$ cat config.mk
export PLATFORM = sky130hd
export DESIGN_NAME = data_hazard_unit
export DESIGN_NICKNAME = d
export VERILOG_FILES = /design/src/rtl/data_hazard_unit.sv
export SDC_FILE = /design/constraint.sdc
export NUM_CORES = 1
export LEC_CHECK = 0
export CAP_MARGIN = 20
export CORE_MARGIN = 1
export CORE_UTILIZATION = 39
export DETAILED_ROUTE_END_ITERATION = 6
export GPL_TIMING_DRIVEN = 0
export PLACE_DENSITY = 0.66
export SYNTH_ARGS = -nofsm -noshare
export SYNTH_HDL_FRONTEND = slang
export SYNTH_SLANG_ARGS = --single-unit
$ cat constraint.sdc
create_clock -name clk -period 3.9 [get_ports clk]
set_input_delay 0.78 -clock clk [delete_from_list [all_inputs] [get_ports clk]]
set_output_delay 0.78 -clock clk [all_outputs]
set_load 0.005 [all_outputs]
$ cat src/rtl/data_hazard_unit.sv
`default_nettype none
// ============================================================================
// Module      : data_hazard_unit
// Description : OF-stage data hazard detector for the 5-stage SimpleRISC pipe.
//               Keeps a shadow pipeline of destination tags (EX/MA/RW) and
//               produces the OF stall, per-operand forwarding selects, the
//               EX bubble decision and a saturating stall-cycle counter.
//               Macro HAZARD_FWD_EN: defined -> forwarding, load-use stalls
//               only; undefined -> full interlock, selects tied to 0.
// Revision    : 1.0 - initial release
// ============================================================================
module data_hazard_unit #(
    parameter int RA_REG          = 15,
    parameter int LOAD_USE_STALLS = 1,
    parameter int CNT_W           = 16
) (
    input  logic             clk,
    input  logic             reset,
    input  logic [31:0]      of_ir,
    input  logic             of_valid,
    input  logic             freeze,
    input  logic             flush,
    output logic             stall,
    output logic [1:0]       fwd_a_sel,
    output logic [1:0]       fwd_b_sel,
    output logic [CNT_W-1:0] stall_count
);

    localparam logic [4:0] c_OP_ALU_MAX = 5'b01100;
    localparam logic [4:0] c_OP_CMP     = 5'b00101;
    localparam logic [4:0] c_OP_NOT     = 5'b01000;
    localparam logic [4:0] c_OP_MOV     = 5'b01001;
    localparam logic [4:0] c_OP_LD      = 5'b01110;
    localparam logic [4:0] c_OP_ST      = 5'b01111;
    localparam logic [4:0] c_OP_CALL    = 5'b10011;
    localparam logic [4:0] c_OP_RET     = 5'b10100;
    localparam logic [3:0] c_RA         = 4'(RA_REG);
    localparam logic [CNT_W-1:0] c_CNT_MAX = '1;

    typedef struct packed {
        logic       valid;
        logic       writes;
        logic       is_ld;
        logic [3:0] dest;
    } slot_t;

    localparam slot_t c_BUBBLE = '0;

    slot_t      r_ex, r_ma, r_rw;
    slot_t      w_dec;
    logic       w_has_src1, w_has_src2;
    logic [3:0] w_src1, w_src2;
    logic [4:0] w_op;
    logic       w_is_alu;
    logic       w_m1_ex, w_m1_ma, w_m1_rw;
    logic       w_m2_ex, w_m2_ma, w_m2_rw;
    logic       w_raw_stall;

    // Immediate/offset low bits never affect hazards; the RW load flag is
    // carried only so the slot format stays uniform.
    logic w_unused_bits;
    assign w_unused_bits = ^{of_ir[13:0], r_rw.is_ld};

    // Decode the OF instruction into its destination tag and source usage.
    always_comb begin
        w_op         = of_ir[31:27];
        w_is_alu     = (w_op <= c_OP_ALU_MAX);
        w_dec.valid  = 1'b1;
        w_dec.writes = (w_is_alu && (w_op != c_OP_CMP)) || (w_op == c_OP_LD) || (w_op == c_OP_CALL);
        w_dec.is_ld  = (w_op == c_OP_LD);
        w_dec.dest   = (w_op == c_OP_CALL) ? c_RA : of_ir[25:22];
        w_has_src1   = (w_is_alu && (w_op != c_OP_NOT) && (w_op != c_OP_MOV))
                     || (w_op == c_OP_LD) || (w_op == c_OP_ST) || (w_op == c_OP_RET);
        w_src1       = (w_op == c_OP_RET) ? c_RA : of_ir[21:18];
        w_has_src2   = (w_op == c_OP_ST) || (w_is_alu && !of_ir[26]);
        w_src2       = (w_op == c_OP_ST) ? of_ir[25:22] : of_ir[17:14];
    end

    // Compare each used source against every producing shadow slot.
    always_comb begin
        w_m1_ex = w_has_src1 && r_ex.valid && r_ex.writes && (w_src1 == r_ex.dest);
        w_m1_ma = w_has_src1 && r_ma.valid && r_ma.writes && (w_src1 == r_ma.dest);
        w_m1_rw = w_has_src1 && r_rw.valid && r_rw.writes && (w_src1 == r_rw.dest);
        w_m2_ex = w_has_src2 && r_ex.valid && r_ex.writes && (w_src2 == r_ex.dest);
        w_m2_ma = w_has_src2 && r_ma.valid && r_ma.writes && (w_src2 == r_ma.dest);
        w_m2_rw = w_has_src2 && r_rw.valid && r_rw.writes && (w_src2 == r_rw.dest);
    end

`ifdef HAZARD_FWD_EN
    // A load still in MA is unusable when loads need the full two-cycle latency.
    localparam bit c_LD_IN_MA_BLOCKS = (LOAD_USE_STALLS == 2);

    // Youngest matching producer wins; a match on a not-yet-ready load yields
    // 0 because the instruction is stalled that cycle anyway.
    function automatic logic [1:0] pick_sel(input logic m_ex, input logic m_ma,
                                            input logic m_rw, input logic ex_ld,
                                            input logic ma_ld);
        if (m_ex)
            pick_sel = ex_ld ? 2'd0 : 2'd1;
        else if (m_ma)
            pick_sel = (ma_ld && c_LD_IN_MA_BLOCKS) ? 2'd0 : 2'd2;
        else if (m_rw)
            pick_sel = 2'd3;
        else
            pick_sel = 2'd0;
    endfunction

    // Only load-use dependences stall; everything else is forwarded.
    always_comb begin
        w_raw_stall = of_valid && (
                      ((w_m1_ex || w_m2_ex) && r_ex.is_ld)
                   || ((w_m1_ma || w_m2_ma) && r_ma.is_ld && c_LD_IN_MA_BLOCKS));
        fwd_a_sel   = of_valid ? pick_sel(w_m1_ex, w_m1_ma, w_m1_rw, r_ex.is_ld, r_ma.is_ld) : 2'd0;
        fwd_b_sel   = of_valid ? pick_sel(w_m2_ex, w_m2_ma, w_m2_rw, r_ex.is_ld, r_ma.is_ld) : 2'd0;
    end
`else
    // Full interlock: any in-flight producer of a source holds OF.
    always_comb begin
        w_raw_stall = of_valid && (w_m1_ex || w_m1_ma || w_m1_rw
                                || w_m2_ex || w_m2_ma || w_m2_rw);
        fwd_a_sel   = 2'd0;
        fwd_b_sel   = 2'd0;
    end
`endif

    assign stall = w_raw_stall & ~flush;

    // Advance the shadow pipeline and count stall cycles unless frozen.
    always_ff @(posedge clk or posedge reset) begin
        if (reset) begin
            r_ex        <= c_BUBBLE;
            r_ma        <= c_BUBBLE;
            r_rw        <= c_BUBBLE;
            stall_count <= '0;
        end else if (!freeze) begin
            r_rw <= r_ma;
            r_ma <= r_ex;
            r_ex <= (stall || flush || !of_valid) ? c_BUBBLE : w_dec;
            if (stall && (stall_count != c_CNT_MAX))
                stall_count <= stall_count + 1'b1;
        end
    end

endmodule
`default_nettype wire

==> results_dict.tcl <==
set metrics [dict create \
    antenna_found_initial 0 \
    postPlaceCellArea_um2 2750 \
    core_um2 5510 \
    die_w_um 77.8 \
    synth_area_leader_cell "dfrtp_1" \
    pwr_density_cell_nw_per_um2 268 \
    nFillCells 511 \
    required_ns 3.12 \
    drv_cap 0 \
    max_stage_delay_ns 0.58 \
    yosys-top-cells-area "dfrtp_1 (38%), xor2_1 (7.8%), mux2_2 (4.0%)" \
    synth_top_family_by_area "simple AND/OR/NAND/NOR gates" \
    diodes 0 \
    avgSynthCellArea_um2 9.14 \
    syn2layout_area_growth_pct 35.2 \
    drive_gt1_share_pct 19.7 \
    crit_path_max_fanout 6 \
    vias_per_cell 5.34 \
    finalSetupViolCount 0 \
    multiInputGateArea_um2 1340 \
    critPathSlowestCell "clkdlybuf4s50_1" \
    period_share_pct 96.9 \
    clock-sinks 34 \
    min_period_ns 3.78 \
    synth_compound_area_share_pct 16.0 \
    tritoncts "yes" \
    ys_async_sr_fraction_pct 100 \
    row_count 27 \
    crit_arrival_ns 3.00 \
    root_buffer "clkbuf_8" \
    slew_violations 0 \
    synth_edf_count 0 \
    drt_wl_total_um 5740 \
    synth_area_um2 2240 \
    path_class "in -> out" \
    regToRegStartpoint "r_ex[3]" \
    io_pins 58 \
    first_pass_iters 4 \
    via_count 2006 \
    yosys.area_share.simple_pct 20.2 \
    ys_seq_elements 34 \
    portBuffers 38 \
    drt_iter0_drc 129 \
    dp.cells 359 \
    fin_nets 341 \
    final_cells 376 \
    synthCells 245 \
    ir_worst_vdd_mv 0.222 \
    final_util_pct 54.9 \
    yosysWarnings 0 \
    leakage_nw 1.36 \
    worst_r2r_path_depth 12 \
    final_hold_viol_count 0 \
    grt_pass1_vias 1970 \
    start_util_pct 40.6 \
    fin_area_um2 3030 \
    synth_top_cell_area_share_pct 38.0 \
    endpoint_kind "primary output" \
    dieArea_um2 6050 \
    synth.distinct_cells 56 \
    holdPathStages 1 \
    numCtsBuffers 5 \
    yosysSeqAreaShare_pct 38.0 \
    synthFlopType "dfrtp_1" \
    crit_start "of_ir[19]" \
    track_usage_pct 20.4 \
    clock_latency_ns 0.29 \
    fmax_mhz 265 \
    yosys-mux-area-fraction_pct 7.94 \
    setup_tns_ns 0 \
    die_h_um 77.8 \
    h-tree-depth 2 \
    path_cells "clkdlybuf4s50_1, inv_1, a2111oi_1, a31oi_1, o311ai_4, or2_1, buf_6, and3b_1, clkbuf_2" \
    antenna_left 0 \
    min_from "stall_count[10]" \
    avgRoutedWirePerCell_um 15.3 \
    max_slew_margin_pct 57.1 \
    drc 0 \
    yosys.area_share.xor_xnor_pct 11.0 \
    synthAdderAreaFrac_pct 0.559 \
    gp_congestion 0.913 \
    fin_skew_ns 0.00538 \
    worst_pin_slew_ns 0.638 \
    hold_ws_ns 0.492 \
    clk_pin_slew_ns 0.07 \
    grt_pass1_wl_um 9600 \
    grt_start_max_net_pins 25 \
    hold_class "reg -> reg" \
    seq_area_um2 851 \
    status "completed" \
    grt-ovfl-total 0 \
    cts_buffer_depth 2 \
    dp_hpwl_um 4040 \
    startpoint_type "input port" \
]
-- cells in the final DEF, fill, tap and decap left out, types with 9 or more instances in the layout --
master / instances
nor2_1: 20
dfrtp_1: 34
xor2_1: 20
clkdlybuf4s50_1: 29
inv_1: 13
buf_4: 12
o21ai_0: 10
nand3_1: 9
nand2_1: 24
-- logic make-up after synthesis --
group | after synthesis
AOI/OAI and AO/OA | 51
xor gates and xnor gates | 28
adders and majority gates | 1
buffers and inverters | 28
DFF | 34
muxes | 15
other | 1
and+or+nand+nor | 87
-- cell type report --
| class | count | area share, % |
|---|---|---|
| clock inverter | 2 | 0.414 |
| clock buffer | 6 | 2.73 |
| timing repair buffer | 48 | 16.3 |
| buffer | 15 | 3.43 |
| sequential | 34 | 28.1 |
| tap | 72 | 2.98 |
| multi-input combinational | 186 | 44.4 |
| inverter | 13 | 1.61 |
-- path summary, 6_finish.rpt --
path	to	slack, ns
hold reg to reg	stall_count[10]	0.49
hold / removal	stall_count[10]	0.49
setup / recovery	stall	0.12
setup reg to reg	stall_count[2]	1.16
max in group asynchronous	stall_count[10]	2.58
min in group asynchronous	r_ma[2]	0.82
-- report_power, final --
group / total, W / internal, W / switching, W
combinational: 0.000149 / 0.0000734 / 0.0000754
sequential: 0.000389 / 0.000369 / 0.0000203
clock: 0.000273 / 0.000142 / 0.000132
total: 0.000811 / 0.000584 / 0.000227
-- synthesized netlist by cell type (all sizes together), types with 3 or more instances --
library cell,instances
xnor2,8
o2111ai,3
xor2,20
o31ai,5
nor3,12
clkbuf,5
a31oi,3
and3,4
inv,13
nand2,24
buf,10
dfrtp,34
o21ai,12
mux2i,6
mux2,9
o22ai,3
nand3,9
nor2,21
a21oi,5
a2111oi,4
-- sequential cells by signal (all words and copies together), names as in the netlist --
name	count
r_ex	6
stall_count	16
r_ma	6
r_rw	6
-- worst max-delay path, delay by kind of cell --
family,cells,cell delay [ns]
AO/OA/AOI/OAI,3,1.02
AND/OR/NAND/NOR,2,0.31
buffers and inverters,4,0.88
-- layer usage --
metal	share of wire, %	up-vias	GRT usage (%)	wire length (um)
li1	-	980	-	-
met1	46	948	26.9	2630
met2	47	67	33.1	2700
met3	5.8	11	3.76	332
met4	1.5	0	7.36	84
met5	0	-	0	0
-- through the flow --
step | setup slack (ns) | power [W]
5_1_grt | -0.0394 | 0.000855
6_report | 0.120 | 0.000811
3_3_place_gp | -0.913 | 0.000527
3_5_place_dp | -0.911 | 0.000531
2_1_floorplan | 0.511 | 0.000470
4_1_cts | 0.00398 | 0.000819
-- what timing repair did --
action / in CTS / in global routing
setup endpoints to repair: 1 / 1
gates cloned: 1 / 0
gates resized for setup: 43 / 9
pin swaps: 5 / 6
buffers inserted: 6 / 2
hold buffers: 0 / 0
Power figures use the tool's default switching activity.
